--- config.mk ---
export PLATFORM = sky130hd
export DESIGN_NAME = mixed_acc_sequencer
export DESIGN_NICKNAME = d
export VERILOG_FILES = /design/src/rtl/mixed_acc_pkg.sv /design/src/rtl/mixed_int_adder.sv /design/src/rtl/mixed_acc_sequencer.sv
export SDC_FILE = /design/constraint.sdc
export NUM_CORES = 1
export LEC_CHECK = 0
export BUFFER_PORTS_ARGS = -buffer_cell sky130_fd_sc_hd__buf_2
export CORE_ASPECT_RATIO = 0.5
export CORE_UTILIZATION = 57
export CTS_CLUSTER_DIAMETER = 200
export DETAILED_ROUTE_END_ITERATION = 7
export PLACE_DENSITY = 0.91
export SLEW_MARGIN = 10
export SYNTH_ARGS = -nofsm -noshare
export SYNTH_HDL_FRONTEND = slang
export SYNTH_SLANG_ARGS = --single-unit
--- constraint.sdc ---
create_clock -name clk_i -period 3 [get_ports clk_i]
set_input_delay 0.15 -clock clk_i [delete_from_list [all_inputs] [get_ports clk_i]]
set_output_delay 0.15 -clock clk_i [all_outputs]
set_load 0.05 [all_outputs]
--- src/rtl/mixed_acc_pkg.sv ---
// Shared types and constants for the mixed-width accumulate sequencer.
// Holds the sequencer state enum, default operand widths and the
// saturation bound helpers used when MIXED_ACC_SATURATE_EN is defined.
package mixed_acc_pkg;

  localparam int IN_WIDTH_DEF  = 8;
  localparam int OUT_WIDTH_DEF = 32;

  typedef enum logic [1:0] {
    IDLE  = 2'd0,
    ACCUM = 2'd1,
    DONE  = 2'd2
  } acc_state_e;

  // Largest positive value of a w-bit two's-complement number (w <= 64).
  function automatic logic [63:0] sat_max64(input int w);
    return (64'd1 << (w - 1)) - 64'd1;
  endfunction

  // Most negative value of a w-bit two's-complement number, in the low w bits.
  function automatic logic [63:0] sat_min64(input int w);
    return ~sat_max64(w);
  endfunction

endpackage

--- src/rtl/mixed_int_adder.sv ---
// Mixed-width adder: sign-extends a short signed operand and adds it to a
// wide signed operand with two's-complement wrap at OUT_WIDTH.
module mixed_int_adder #(
  parameter int IN_WIDTH  = 8,
  parameter int OUT_WIDTH = 32
) (
  input  logic [OUT_WIDTH-1:0] a,
  input  logic [IN_WIDTH-1:0]  b,
  output logic [OUT_WIDTH-1:0] sum
);

  logic [OUT_WIDTH-1:0] b_ext;

  // Sign bit is always the top bit of the short operand, whatever its width.
  assign b_ext = {{(OUT_WIDTH - IN_WIDTH){b[IN_WIDTH-1]}}, b};
  assign sum   = a + b_ext;

endmodule

--- src/rtl/mixed_acc_sequencer.sv ---
// Accumulates a row of NumTerms signed short terms onto a wide signed bias
// using one shared mixed-width adder, with valid/ready on both sides.
// Optional build macro: MIXED_ACC_SATURATE_EN (clamp instead of wrap).
//
// state | meaning
// IDLE  | waiting for start_i; outputs hold last result
// ACCUM | accepting terms, one add per handshake
// DONE  | result presented until res_ready_i
module mixed_acc_sequencer
  import mixed_acc_pkg::*;
#(
  parameter int IN_WIDTH  = IN_WIDTH_DEF,
  parameter int OUT_WIDTH = OUT_WIDTH_DEF,
  parameter int NumTerms  = 16
) (
  input  logic                 clk_i,
  input  logic                 rst_ni,
  input  logic                 start_i,
  input  logic [OUT_WIDTH-1:0] bias_i,
  input  logic                 term_valid_i,
  output logic                 term_ready_o,
  input  logic [IN_WIDTH-1:0]  term_i,
  output logic                 res_valid_o,
  input  logic                 res_ready_i,
  output logic [OUT_WIDTH-1:0] res_o,
  output logic                 busy_o,
  output logic                 ovf_o
);

  localparam int CntWidth = $clog2(NumTerms + 1);
  localparam logic [CntWidth-1:0] LastCnt = CntWidth'(NumTerms - 1);

  acc_state_e state, state_nxt;

  logic [OUT_WIDTH-1:0] acc, sum, acc_upd, res_q;
  logic [CntWidth-1:0]  cnt;
  logic                 ovf_q, ovf_add, hs, last_hs, start_cap, res_acc;

  mixed_int_adder #(
    .IN_WIDTH (IN_WIDTH),
    .OUT_WIDTH(OUT_WIDTH)
  ) u_add (
    .a  (acc),
    .b  (term_i),
    .sum(sum)
  );

  assign hs        = term_valid_i && term_ready_o;
  assign last_hs   = hs && (cnt == LastCnt);
  assign res_acc   = (state == DONE) && res_ready_i;
  // A new row can be captured from IDLE or in the same cycle a result is taken.
  assign start_cap = start_i && ((state == IDLE) || res_acc);

  // Overflow only possible when both operands share a sign and the sum flips it.
  assign ovf_add = (acc[OUT_WIDTH-1] == term_i[IN_WIDTH-1]) &&
                   (sum[OUT_WIDTH-1] != acc[OUT_WIDTH-1]);

`ifdef MIXED_ACC_SATURATE_EN
  localparam logic [63:0] SatMax64 = sat_max64(OUT_WIDTH);
  localparam logic [63:0] SatMin64 = sat_min64(OUT_WIDTH);

  // Clamp toward the direction of the operands when the add overflows.
  always_comb begin
    acc_upd = sum;
    if (ovf_add) begin
      acc_upd = acc[OUT_WIDTH-1] ? SatMin64[OUT_WIDTH-1:0] : SatMax64[OUT_WIDTH-1:0];
    end
  end
`else
  assign acc_upd = sum;
`endif

  // State register.
  always_ff @(posedge clk_i) begin
    if (!rst_ni) state <= IDLE;
    else         state <= state_nxt;
  end

  // Next-state logic.
  always_comb begin
    state_nxt = state;
    case (state)
      IDLE:    if (start_i) state_nxt = ACCUM;
      ACCUM:   if (last_hs) state_nxt = DONE;
      DONE:    if (res_ready_i) state_nxt = start_i ? ACCUM : IDLE;
      default: state_nxt = IDLE;
    endcase
  end

  // Handshake and status outputs decoded from state only.
  always_comb begin
    term_ready_o = (state == ACCUM);
    res_valid_o  = (state == DONE);
    busy_o       = (state == ACCUM) || (state == DONE);
  end

  // Accumulator, term counter, sticky overflow and held result.
  always_ff @(posedge clk_i) begin
    if (!rst_ni) begin
      acc   <= '0;
      cnt   <= '0;
      ovf_q <= 1'b0;
      res_q <= '0;
    end else if (start_cap) begin
      acc   <= bias_i;
      cnt   <= '0;
      ovf_q <= 1'b0;
    end else if (hs) begin
      acc   <= acc_upd;
      cnt   <= cnt + CntWidth'(1);
      ovf_q <= ovf_q | ovf_add;
      if (last_hs) res_q <= acc_upd;
    end
  end

  assign res_o = res_q;
  assign ovf_o = ovf_q;

endmodule

==> results.md <==
* Status: finished, final reports clean
* Share of the synthesized area in the top cell type at 0.306
* Post-synthesis async set-or-reset flop share at 0
* Final hold violations at 0
* Max-cap violations at 0
* Slew at the pin with the worst max-slew slack at 518 ps
* Fillers at 650
* Antenna violations before repair at 0
* Clock buffer depth at 2
* Share of cells above drive strength 1 at 0.182
* First drt pass iteration count at 7
* Yosys top cell by area: dfxtp_1
* Adder-cell area share of the yosys netlist at 0.103
* Commonest non-fill, non-tap cell in the layout: nand2_1
* Number of diodes at 0
* Latest clock arrival within the worst-skew pair at 350 ps
* Worst setup EP type: register
* Top cells by area, synth: dfxtp_1 (31%), ha_1 (9.8%), a21oi_1 (9.0%), nand2_1 (6.9%), o21ai_0 (5.0%)
* Clock transition at path regs at 60 ps
* Worst setup margin at 126 ps
* Post-synthesis cell count at 610
* Detailed-route DRC error count at 0
* Distinct cells, synth at 61
* Final setup violation count at 0
* Placed cell count at 769
* CP max-delay cell: fa_1
* First-pass GRT wire length at 21000 µm
* Gpl congestion at 0.987
* Largest net degree at the start of global routing at 49
* Num CTS Buffers at 9
* Leak at 2.39 nW
* Die Area at 0.00864 mm²
* CTS tree: built
* R2R Path Start: acc[0]$_SDFFE_PN0P_
* Max-slew headroom at 0.651
* Register area share after synthesis at 0.306
* All-Layer GR Usage at 0.319
* Worst setup path start: acc[0]$_SDFFE_PN0P_
* Final cell count without fillers at 785
* Worst hold slack at 44.9 ps
* Post-synthesis simple-gate area fraction at 0.181
* Critical Path Max Stage Delay at 420 ps
* Hold path start: bias_i[19]
* Vias at 4800
* Max H-tree Level at 3
* Grt total ovfl at 0
* Slew Viols, Final at 0
* Total Power at 4.45 mW
* WS Path Type: register to register
* Clk sinks at 72
* Crit path max fanout at 3
* CP Data Arrival Time at 3120 ps
* Startpoint type of the worst setup path: register
* Final period utilization at 0.958
* YS warnings at 0
* # port buffers at 80
* Crit path required time at 3240 ps
* Min Tclk post-route at 2870 ps
* DR iter-0 viols at 449
* Pre-CTS setup slack at 70.3 ps
* Fmax at 348 MHz
* Util after Layout at 0.715
* Compound-gate portion of the synthesized area at 0.293
* Die height at 66.2 µm
* Dpl hpwl at 9320 µm
* Post-synthesis mux area share at 0.0128
* Core Region at 0.00765 mm²
* Routed Antenna Nets at 0
* Row count at 22
* Critical-path cell list: ha_1 > fa_1 > a21o_1 > a221oi_4 > o21ai_1 > a31oi_2 > o21ai_2 > a41oi_2 > xor2_1 > a2111oi_2
* WL per Instance at 16.8 µm
* Main combinational cell family by area after synthesis: compound AO/OA/AOI/OAI gates
* Most frequent cells in the layout: nand2_1 (86), a21oi_1 (85), buf_2 (80)
* Worst clock skew at 7.98 ps
* Synthesized flop and latch total at 72
* Clock root cell: clkbuf_16
* Die width at 130 µm
* Mean Syn Cell Area at 7.71 µm²
* Post-synth EDFFs at 0
* Vias in the first global route at 4289
* Area share of xor/xnor cells in the synthesized design at 0.0577
* Starting density of the core at 0.615
* Worst VDD drop at 0.377 mV
* Area delta synth->final at 16.3%
* Detailed Route WL at 13200 µm
* Via density at 6.11
* Post-synth net total at 693
* I/O Pins at 81
* Post-Syn Area at 0.00470 mm²
* HP Class: input port to register
* PD cells at 814 mW/mm²
* Total Nets Final at 755
* Commonest register cell after synthesis: dfxtp_1
## final timing paths
kind	endpoint	slack [ps]	cells past startpoint
setup / recovery	acc[28]$_SDFFE_PN0P_	130	10
hold / removal	acc[19]$_SDFFE_PN0P_	40	3
hold reg to reg	res_o[22]$_SDFFE_PN0P_	450	2
setup reg to reg	acc[28]$_SDFFE_PN0P_	130	10
## state kept, by name, summed over array words and instances, names as in the netlist
| name | flops |
|---|---|
| acc | 32 |
| res_o | 32 |
| cnt | 5 |
| state | 2 |
| ovf_o | 1 |
## worst max-delay path: cells and delay by family (launching register included)
family | cells | cell delay [ps]
adders and majority gates | 2 | 630
xor gates and xnor gates | 1 | 110
DFF | 1 | 310
AOI/OAI and AO/OA | 7 | 1730
## stage by stage
step / area [µm²] / setup TNS, ps
floorplan: 4700 / 0
global placement: 5170 / 0
detailed placement: 5170 / 0
CTS: 5450 / 0
global route: 5470 / -3.76
finish: 5470 / 0
## cells by family after synthesis
logic type	after synthesis
compound gates	216
simple gates	192
flops	72
buf+inv	55
fa+ha+maj	38
xor+xnor	31
mux	6
## layout make-up
| class | count | area, µm² | share of cell area |
|---|---|---|---|
| flip-flops and latches | 72 | 1440 | 0.264 |
| well taps | 108 | 135 | 0.0247 |
| inverters | 14 | 52.6 | 0.00961 |
| multi-input cells | 483 | 3060 | 0.560 |
| clock inverters | 3 | 15.0 | 0.00275 |
| repair buffers | 92 | 490 | 0.0897 |
| clock buffers | 13 | 270 | 0.0494 |
## synthesized netlist by cell type, drive strengths merged, types with 2 or more instances
master	n
a21oi	87
o21ai	55
a2111oi	2
nand3	20
a21boi	2
nand4	9
buf	4
xnor2	19
nand2	86
and4	3
a31oi	7
a41oi	3
dfxtp	72
o21bai	10
inv	14
o22ai	3
o2111ai	2
and2	6
xor2	12
nor3	6
a211oi	4
mux2i	6
ha	37
o21a	3
clkbuf	37
a221oi	2
o211a	2
nor2	46
or3	2
o211ai	7
and3	10
a311oi	6
a21o	9
## timing repair
| action | 4_1_cts | 5_1_grt |
|---|---|---|
| setup buffers | 0 | 0 |
| gates resized for setup | 0 | 2 |
| hold buffers | 0 | 0 |
| setup endpoints to repair | 0 | 1 |
## report_power, final
group | total (mW) | internal [mW] | switching, mW
Clock | 1.04 | 0.623 | 0.412
Sequential | 1.20 | 1.10 | 0.0939
Combinational | 2.22 | 0.804 | 1.41
Total | 4.45 | 2.53 | 1.92
## layer usage
layer	part of all wire	track usage	vias up
met4	0.011	0.0790	0
met1	0.47	0.437	2251
li1	-	-	2324
met5	0	0	-
met2	0.44	0.501	208
met3	0.083	0.0761	17
Note: power is estimated with default switching activity, not from simulation.
